File: src/rtl/dut_host_sequencer.sv
// dut_host_sequencer
//
// Host-side initiator for the processor Start/Ack program handshake.
// Loads LOAD_LEN source words into data memory, pulses DutStart for START_CYC
// cycles, waits for DutAck while counting cycles (bounded by TIMEOUT), then
// streams RES_LEN words of data memory back out as results.
//
// Ports:
//   Clk, Reset            clock (posedge), synchronous active-low reset
//   Go                    begin a run (honoured in IDLE and DONE only)
//   SrcValid/SrcData/SrcReady   source stream feeding the load phase
//   HostSel/HostWrEn/HostAddr/HostWrData/HostRdData
//                         data-memory host port (owned while HostSel=1)
//   DutStart, DutAck      processor program handshake
//   ResValid/ResData/ResReady   result stream produced by the drain phase
//   Busy, Done            run status (Busy: not IDLE/DONE, Done: in DONE)
//   TimedOut              last run gave up waiting for DutAck
//   CycleCount            WAIT cycles seen with DutAck low in the last run
module dut_host_sequencer #(
  parameter int AW        = 8,
  parameter int DW        = 8,
  parameter int LOAD_BASE = 0,
  parameter int LOAD_LEN  = 64,
  parameter int RES_BASE  = 64,
  parameter int RES_LEN   = 64,
  parameter int START_CYC = 2,
  parameter int TIMEOUT   = 4096
) (
  input  logic          Clk,
  input  logic          Reset,
  input  logic          Go,
  input  logic          SrcValid,
  input  logic [DW-1:0] SrcData,
  output logic          SrcReady,
  output logic          HostSel,
  output logic          HostWrEn,
  output logic [AW-1:0] HostAddr,
  output logic [DW-1:0] HostWrData,
  input  logic [DW-1:0] HostRdData,
  output logic          DutStart,
  input  logic          DutAck,
  output logic          ResValid,
  output logic [DW-1:0] ResData,
  input  logic          ResReady,
  output logic          Busy,
  output logic          Done,
  output logic          TimedOut,
  output logic [15:0]   CycleCount
);

  localparam int MAX_LEN = (LOAD_LEN > RES_LEN) ? LOAD_LEN : RES_LEN;
  localparam int IW      = $clog2(MAX_LEN + 1) + 1;

  // Last index of each phase; the zero-length encodings are never compared
  // because the corresponding state is skipped entirely.
  localparam logic [IW-1:0] LOAD_LAST  = IW'(LOAD_LEN - 1);
  localparam logic [IW-1:0] RES_LAST   = IW'(RES_LEN - 1);
  localparam logic [31:0]   START_LAST = 32'(START_CYC - 1);
  localparam logic [31:0]   TO_LAST    = 32'(TIMEOUT - 1);
  localparam logic [AW-1:0] LOAD_BASE_A = AW'(LOAD_BASE);
  localparam logic [AW-1:0] RES_BASE_A  = AW'(RES_BASE);
  localparam bit            HAS_LOAD   = (LOAD_LEN > 0);
  localparam bit            HAS_RES    = (RES_LEN > 0);

  typedef enum logic [2:0] {
    S_IDLE  = 3'd0,
    S_LOAD  = 3'd1,
    S_START = 3'd2,
    S_WAIT  = 3'd3,
    S_DRAIN = 3'd4,
    S_DONE  = 3'd5
  } state_t;

  state_t        state_q, state_d;
  logic [IW-1:0] idx_q, idx_d;
  // Phase counter: START pulse length, then WAIT cycles toward the timeout.
  // Kept separate from CycleCount so a TIMEOUT beyond 16 bits still works
  // while CycleCount saturates.
  logic [31:0]   cnt_q, cnt_d;
  logic [15:0]   cyc_q, cyc_d;
  logic          to_q, to_d;

  function automatic logic [15:0] sat_inc16(input logic [15:0] v);
    return (v == 16'hFFFF) ? v : v + 16'd1;
  endfunction

  // Base + index, wrapping modulo 2^AW.
  function automatic logic [AW-1:0] wrap_addr(input logic [AW-1:0] base,
                                              input logic [IW-1:0] off);
    return base + AW'(off);
  endfunction

  // Next-state and counter updates
  always_comb begin
    state_d = state_q;
    idx_d   = idx_q;
    cnt_d   = cnt_q;
    cyc_d   = cyc_q;
    to_d    = to_q;
    case (state_q)
      S_IDLE, S_DONE: begin
        if (Go) begin
          idx_d   = '0;
          cnt_d   = '0;
          cyc_d   = '0;
          to_d    = 1'b0;
          state_d = HAS_LOAD ? S_LOAD : S_START;
        end
      end
      S_LOAD: begin
        // SrcReady is 1 throughout LOAD, so SrcValid alone is the handshake.
        if (SrcValid) begin
          if (idx_q == LOAD_LAST) begin
            idx_d   = '0;
            cnt_d   = '0;
            state_d = S_START;
          end else begin
            idx_d = idx_q + IW'(1);
          end
        end
      end
      S_START: begin
        if (cnt_q == START_LAST) begin
          cnt_d   = '0;
          cyc_d   = '0;
          state_d = S_WAIT;
        end else begin
          cnt_d = cnt_q + 32'd1;
        end
      end
      S_WAIT: begin
        if (DutAck) begin
          idx_d   = '0;
          state_d = HAS_RES ? S_DRAIN : S_DONE;
        end else begin
          cyc_d = sat_inc16(cyc_q);
          if (cnt_q == TO_LAST) begin
            to_d    = 1'b1;
            state_d = S_DONE;
          end else begin
            cnt_d = cnt_q + 32'd1;
          end
        end
      end
      S_DRAIN: begin
        if (ResReady) begin
          if (idx_q == RES_LAST) begin
            state_d = S_DONE;
          end else begin
            idx_d = idx_q + IW'(1);
          end
        end
      end
      default: state_d = S_IDLE;
    endcase
  end

  // Output decode: strobes from state; only LOAD write-through and DRAIN
  // read-through pass inputs straight to outputs.
  always_comb begin
    SrcReady   = 1'b0;
    HostSel    = 1'b0;
    HostWrEn   = 1'b0;
    HostAddr   = '0;
    HostWrData = '0;
    DutStart   = 1'b0;
    ResValid   = 1'b0;
    ResData    = '0;
    Busy       = 1'b0;
    Done       = 1'b0;
    case (state_q)
      S_LOAD: begin
        SrcReady   = 1'b1;
        HostSel    = 1'b1;
        HostWrEn   = SrcValid;
        HostAddr   = wrap_addr(LOAD_BASE_A, idx_q);
        HostWrData = SrcData;
        Busy       = 1'b1;
      end
      S_START: begin
        DutStart = 1'b1;
        Busy     = 1'b1;
      end
      S_WAIT: begin
        Busy = 1'b1;
      end
      S_DRAIN: begin
        HostSel  = 1'b1;
        HostAddr = wrap_addr(RES_BASE_A, idx_q);
        ResValid = 1'b1;
        ResData  = HostRdData;
        Busy     = 1'b1;
      end
      S_DONE: begin
        Done = 1'b1;
      end
      default: ;
    endcase
  end

  assign TimedOut   = to_q;
  assign CycleCount = cyc_q;

  // State register
  always_ff @(posedge Clk) begin
    if (!Reset) begin
      state_q <= S_IDLE;
      idx_q   <= '0;
      cnt_q   <= '0;
      cyc_q   <= '0;
      to_q    <= 1'b0;
    end else begin
      state_q <= state_d;
      idx_q   <= idx_d;
      cnt_q   <= cnt_d;
      cyc_q   <= cyc_d;
      to_q    <= to_d;
    end
  end

endmodule

File: config.mk
export PLATFORM = sky130hd
export DESIGN_NAME = dut_host_sequencer
export DESIGN_NICKNAME = d
export VERILOG_FILES = /design/src/rtl/dut_host_sequencer.sv
export SDC_FILE = /design/constraint.sdc
export NUM_CORES = 1
export LEC_CHECK = 0
export CELL_PAD_IN_SITES_DETAIL_PLACEMENT = 0
export CELL_PAD_IN_SITES_GLOBAL_PLACEMENT = 2
export CORE_MARGIN = 2
export CORE_UTILIZATION = 30
export CTS_CLUSTER_SIZE = 14
export DETAILED_ROUTE_END_ITERATION = 12
export PLACE_DENSITY_LB_ADDON = 0.1
export SLEW_MARGIN = 40
export SYNTH_ARGS = -nofsm -noshare
export SYNTH_HDL_FRONTEND = slang
export SYNTH_SLANG_ARGS = --single-unit
File: constraint.sdc
create_clock -name Clk -period 3 [get_ports Clk]
set_input_delay 0.6 -clock Clk [delete_from_list [all_inputs] [get_ports Clk]]
set_output_delay 0.6 -clock Clk [all_outputs]
set_load 0.1 [all_outputs]
==> out/qor.csv <==
stage;metric;value;unit
layout;layout cells sized above 1;22.2;%
floorplan;full die area;13100;um^2
pwr;Lkg Pwr;1.78;nW
critical_path;Crit Path Category;flip-flop to output port;
sta;Final Hold Viols;0;
synth;post-synthesis compound-gate area fraction;24.7;%
sta;hold_ws;0.489;ns
sta;worst clock skew;0.0114;ns
floorplan;Die Wd;114;um
synth;Synth Instances;464;
critical_path;Reg2Reg Depth;6;
sta;worst-margin pin slew;0.638;ns
synth;asr flop ratio synth;0;%
synth;main combinational cell family by area after synthesis;simple AND/OR/NAND/NOR gates;
grt;initial antenna violation count;0;
critical_path;Worst path depth;4;
grt;vias in the first global route;3555;
clock_network;root buffer cell;clkbuf_16;
synth;Synth cell types;63;
synth;Top FF cell, synth;dfxtp_1;
floorplan;I/O pin cnt;70;
critical_path;worst r2r src;cnt_q[12];
route;DR vias/cell;5.54;
placement;dpl cell area;4850;um^2
route;DRT Pass-1 Iters;4;
critical_path;slowest CP cell;dfxtp_1;
layout;area grow syn2layout;41.1;%
sta;Max Transition Viols Final;0;
critical_path;crit path from;state_q[0];
route;DRC;0;
worst_hold_path;hold path start;cnt_q[15];
placement;Detail Placement HPWL;8090;um
critical_path;Worst Path Max Fanout;9;
route;initial DRC count;192;
clock_network;PostCTS Resize Cnt;0;
critical_path;crit path DAT;2.04;ns
critical_path;crit path to;HostSel;
grt;global-route wire length before repair;18800;um
synth;post-synthesis mux area share;1.40;%
layout;cell area after layout;5160;um^2
synth;syn avg cell area;7.88;um^2
sta;final worst setup slack;0.360;ns
placement;PortBufs;69;
clock_network;hold_buf cts;0;
route;DR vias;3813;
pwr;Max VDD drop;0.230;mV
synth;sequential element share of the synthesized area;32.8;%
sta;Max Fclk;379;MHz
route;post-route ant nets;0;
clock_network;CTS tree;done;
synth;syn_nets;491;
critical_path;crit-path leading delay family;flip-flops;
grt;GRT Total Usage;18.1;%
floorplan;Initial Util;30.6;%
synth;Post-Synth Adder-Cell Area;1.71;%
layout;antenna fix cells;0;
floorplan;Row Count;40;
critical_path;Worst R2R End;CycleCount[1];
flow_run;MaxCap Viol Count;0;
grt;largest net degree at the start of global routing;33;
synth;cell area after synthesis;3660;um^2
worst_hold_path;Worst Hold Class;flip-flop to flip-flop;
clock_network;CTS H-tree depth;3;
pwr;pwr/cell area;629;nW/um^2
clock_network;total CTS buffers;9;
synth;#FFs+latches synth;60;
synth;leading area contributor after synthesis;dfxtp_1;
route;average wire per standard cell;16.4;um
status;status;finished, final reports clean;
clock_network;CTS Buffer Depth;2;
critical_path;endpoint class of the critical path;output port;
floorplan;core region area;12000;um^2
layout;nets@finish;563;
sta;# setup viols final;0;
sta;Setup TNS Final;0;ns
clock_network;clk sinks;60;
critical_path;CP max stage delay;0.52;ns
grt;gr ovfl total;0;
synth;top cell type's share of synthesized area;32.8;%
critical_path;ordered list of cells on the worst path;buf_4 -> xor2_1 -> and2_1 -> buf_12;
sta;Tcrit/Tclk final;88.0;%
critical_path;CP bufs+invs;2;
clock_network;clk slew on worst S/H paths;0.05;ns
critical_path;critical path startpoint category;flip-flop;
synth;Synth Area in XOR/XNOR;0.958;%
clock_network;Post-CTS Repair Setup Buffers;0;
route;WL final;11300;um
placement;pre-CTS WS;0.104;ns
layout;Layout fillers;1227;
sta;Max-slew headroom;57.2;%
synth;synth top area cells;dfxtp_1 (33%), a21oi_1 (5.6%), o21ai_0 (4.2%);
floorplan;Die Y-Extent;114;um
placement;GPL Wtd Cong;0.773;
sta;RSZ-0062 raised after global routing;no;
critical_path;Reg2Reg Setup Slack;0.57;ns
synth;number of enable flip-flop cells after synthesis;0;
clock_network;clk_lat worst skew;0.34;ns
critical_path;Worst Path Required;2.40;ns
synth;Ys Warns;0;
sta;fin crit period;2.64;ns
synth;post-synthesis simple-gate area fraction;33.8;%
==> how the worst min path moves through the flow <==
stage / to / cells past startpoint
2_1_floorplan: cnt_q[31] / 2
3_3_place_gp: idx_q[5] / 2
3_5_place_dp: cnt_q[15] / 2
4_1_cts: cnt_q[15] / 2
5_1_grt: idx_q[5] / 2
6_report: cnt_q[15] / 2
==> sequential cells by signal, indices dropped and copies added, names as in the netlist <==
signal      cells
TimedOut        1
idx_q           8
state_q         3
cnt_q          32
CycleCount     16
==> worst min-delay path, cell delays in order (launching register included) <==
cell and delay [ns]:
dfxtp_1 0.32, o31ai_1 0.07, a21oi_1 0.05
==> cells by family (layout without fill, tap and decap cells) <==
logic type,count (synthesis),count (layout)
AND/OR/NAND/NOR,214,214
adder cells (fa/ha/maj),5,5
AO/OA/AOI/OAI,135,135
XOR/XNOR,4,4
multiplexers,5,5
flip-flops,60,60
buffers and inverters,41,118
==> cell type report <==
class                   count  area (um^2)  share of cell area [%]
clock buffers              13          270                    5.24
inverters                  13         48.8                   0.946
clock inverters             3         43.8                   0.849
well taps                 147          184                    3.56
repair buffers             89         1090                    21.2
flip-flops and latches     60         1200                    23.3
multi-input cells         363         2320                    44.9
==> cells in the mapped netlist (all sizes together), types with 2 or more instances <==
library cell	count
dfxtp	60
a21oi	41
o21ai	35
nand2	34
nor2	23
nand3	22
and2	21
or3	19
nor3	18
or4	18
clkbuf	17
o31ai	16
and3	14
inv	13
nand4	12
buf	11
nor4	8
o221a	8
o2111ai	6
ha	5
and4	4
mux2i	4
nor2b	4
o211ai	4
or2	4
a211oi	3
nand4b	3
nor3b	3
a211o	2
a21bo	2
nand2b	2
nand3b	2
o21a	2
o21bai	2
o41ai	2
or4b	2
xnor2	2
xor2	2
==> placed cells by master, fill, tap and decap left out, types with 4 or more instances in the layout <==
cell	synthesis	routed
mux2i_1	4	4
or4_1	16	16
inv_1	13	13
a21oi_1	41	41
nor2_1	23	23
and2_2	0	8
nand3_1	22	22
buf_12	0	30
o31ai_1	15	15
and2_1	21	13
or3_1	18	18
o2111ai_1	6	6
o211ai_1	4	4
ha_1	5	5
clkdlybuf4s50_1	0	21
clkbuf_16	0	9
and3_1	14	14
dfxtp_1	60	60
nor4_1	8	8
nand2_1	34	34
o221a_2	8	8
or2_2	4	4
o21ai_0	31	31
nor3_1	18	16
buf_4	0	37
nand4_1	11	11
nor2b_1	4	4
==> per-layer routing <==
layer | track usage (%) | vias up | routed length [um]
li1 | - | 1921 | -
met1 | 25.3 | 1805 | 5530
met2 | 27.4 | 74 | 5120
met3 | 3.55 | 13 | 464
met4 | 6.67 | 0 | 163
met5 | 0 | - | 0
==> stage by stage <==
stage | cells | utilization (%) | total power, mW
4_1_cts | 688 | 43.1 | 3.29
5_1_grt | 688 | 43.1 | 3.40
3_3_place_gp | 671 | 40.5 | 2.16
2_1_floorplan | 464 | - | 1.69
3_5_place_dp | 672 | 40.5 | 2.18
6_report | 688 | 43.1 | 3.25
==> report_power, final <==
group / leakage [nW] / switching (mW) / total [mW] / internal [mW]
registers: 0.484 / 0.0482 / 0.866 / 0.818
clock network: 0.156 / 0.386 / 1.10 / 0.711
logic: 1.14 / 0.859 / 1.28 / 0.426
total: 1.78 / 1.29 / 3.25 / 1.95
No activity file was read; power rests on OpenSTA's default activity.
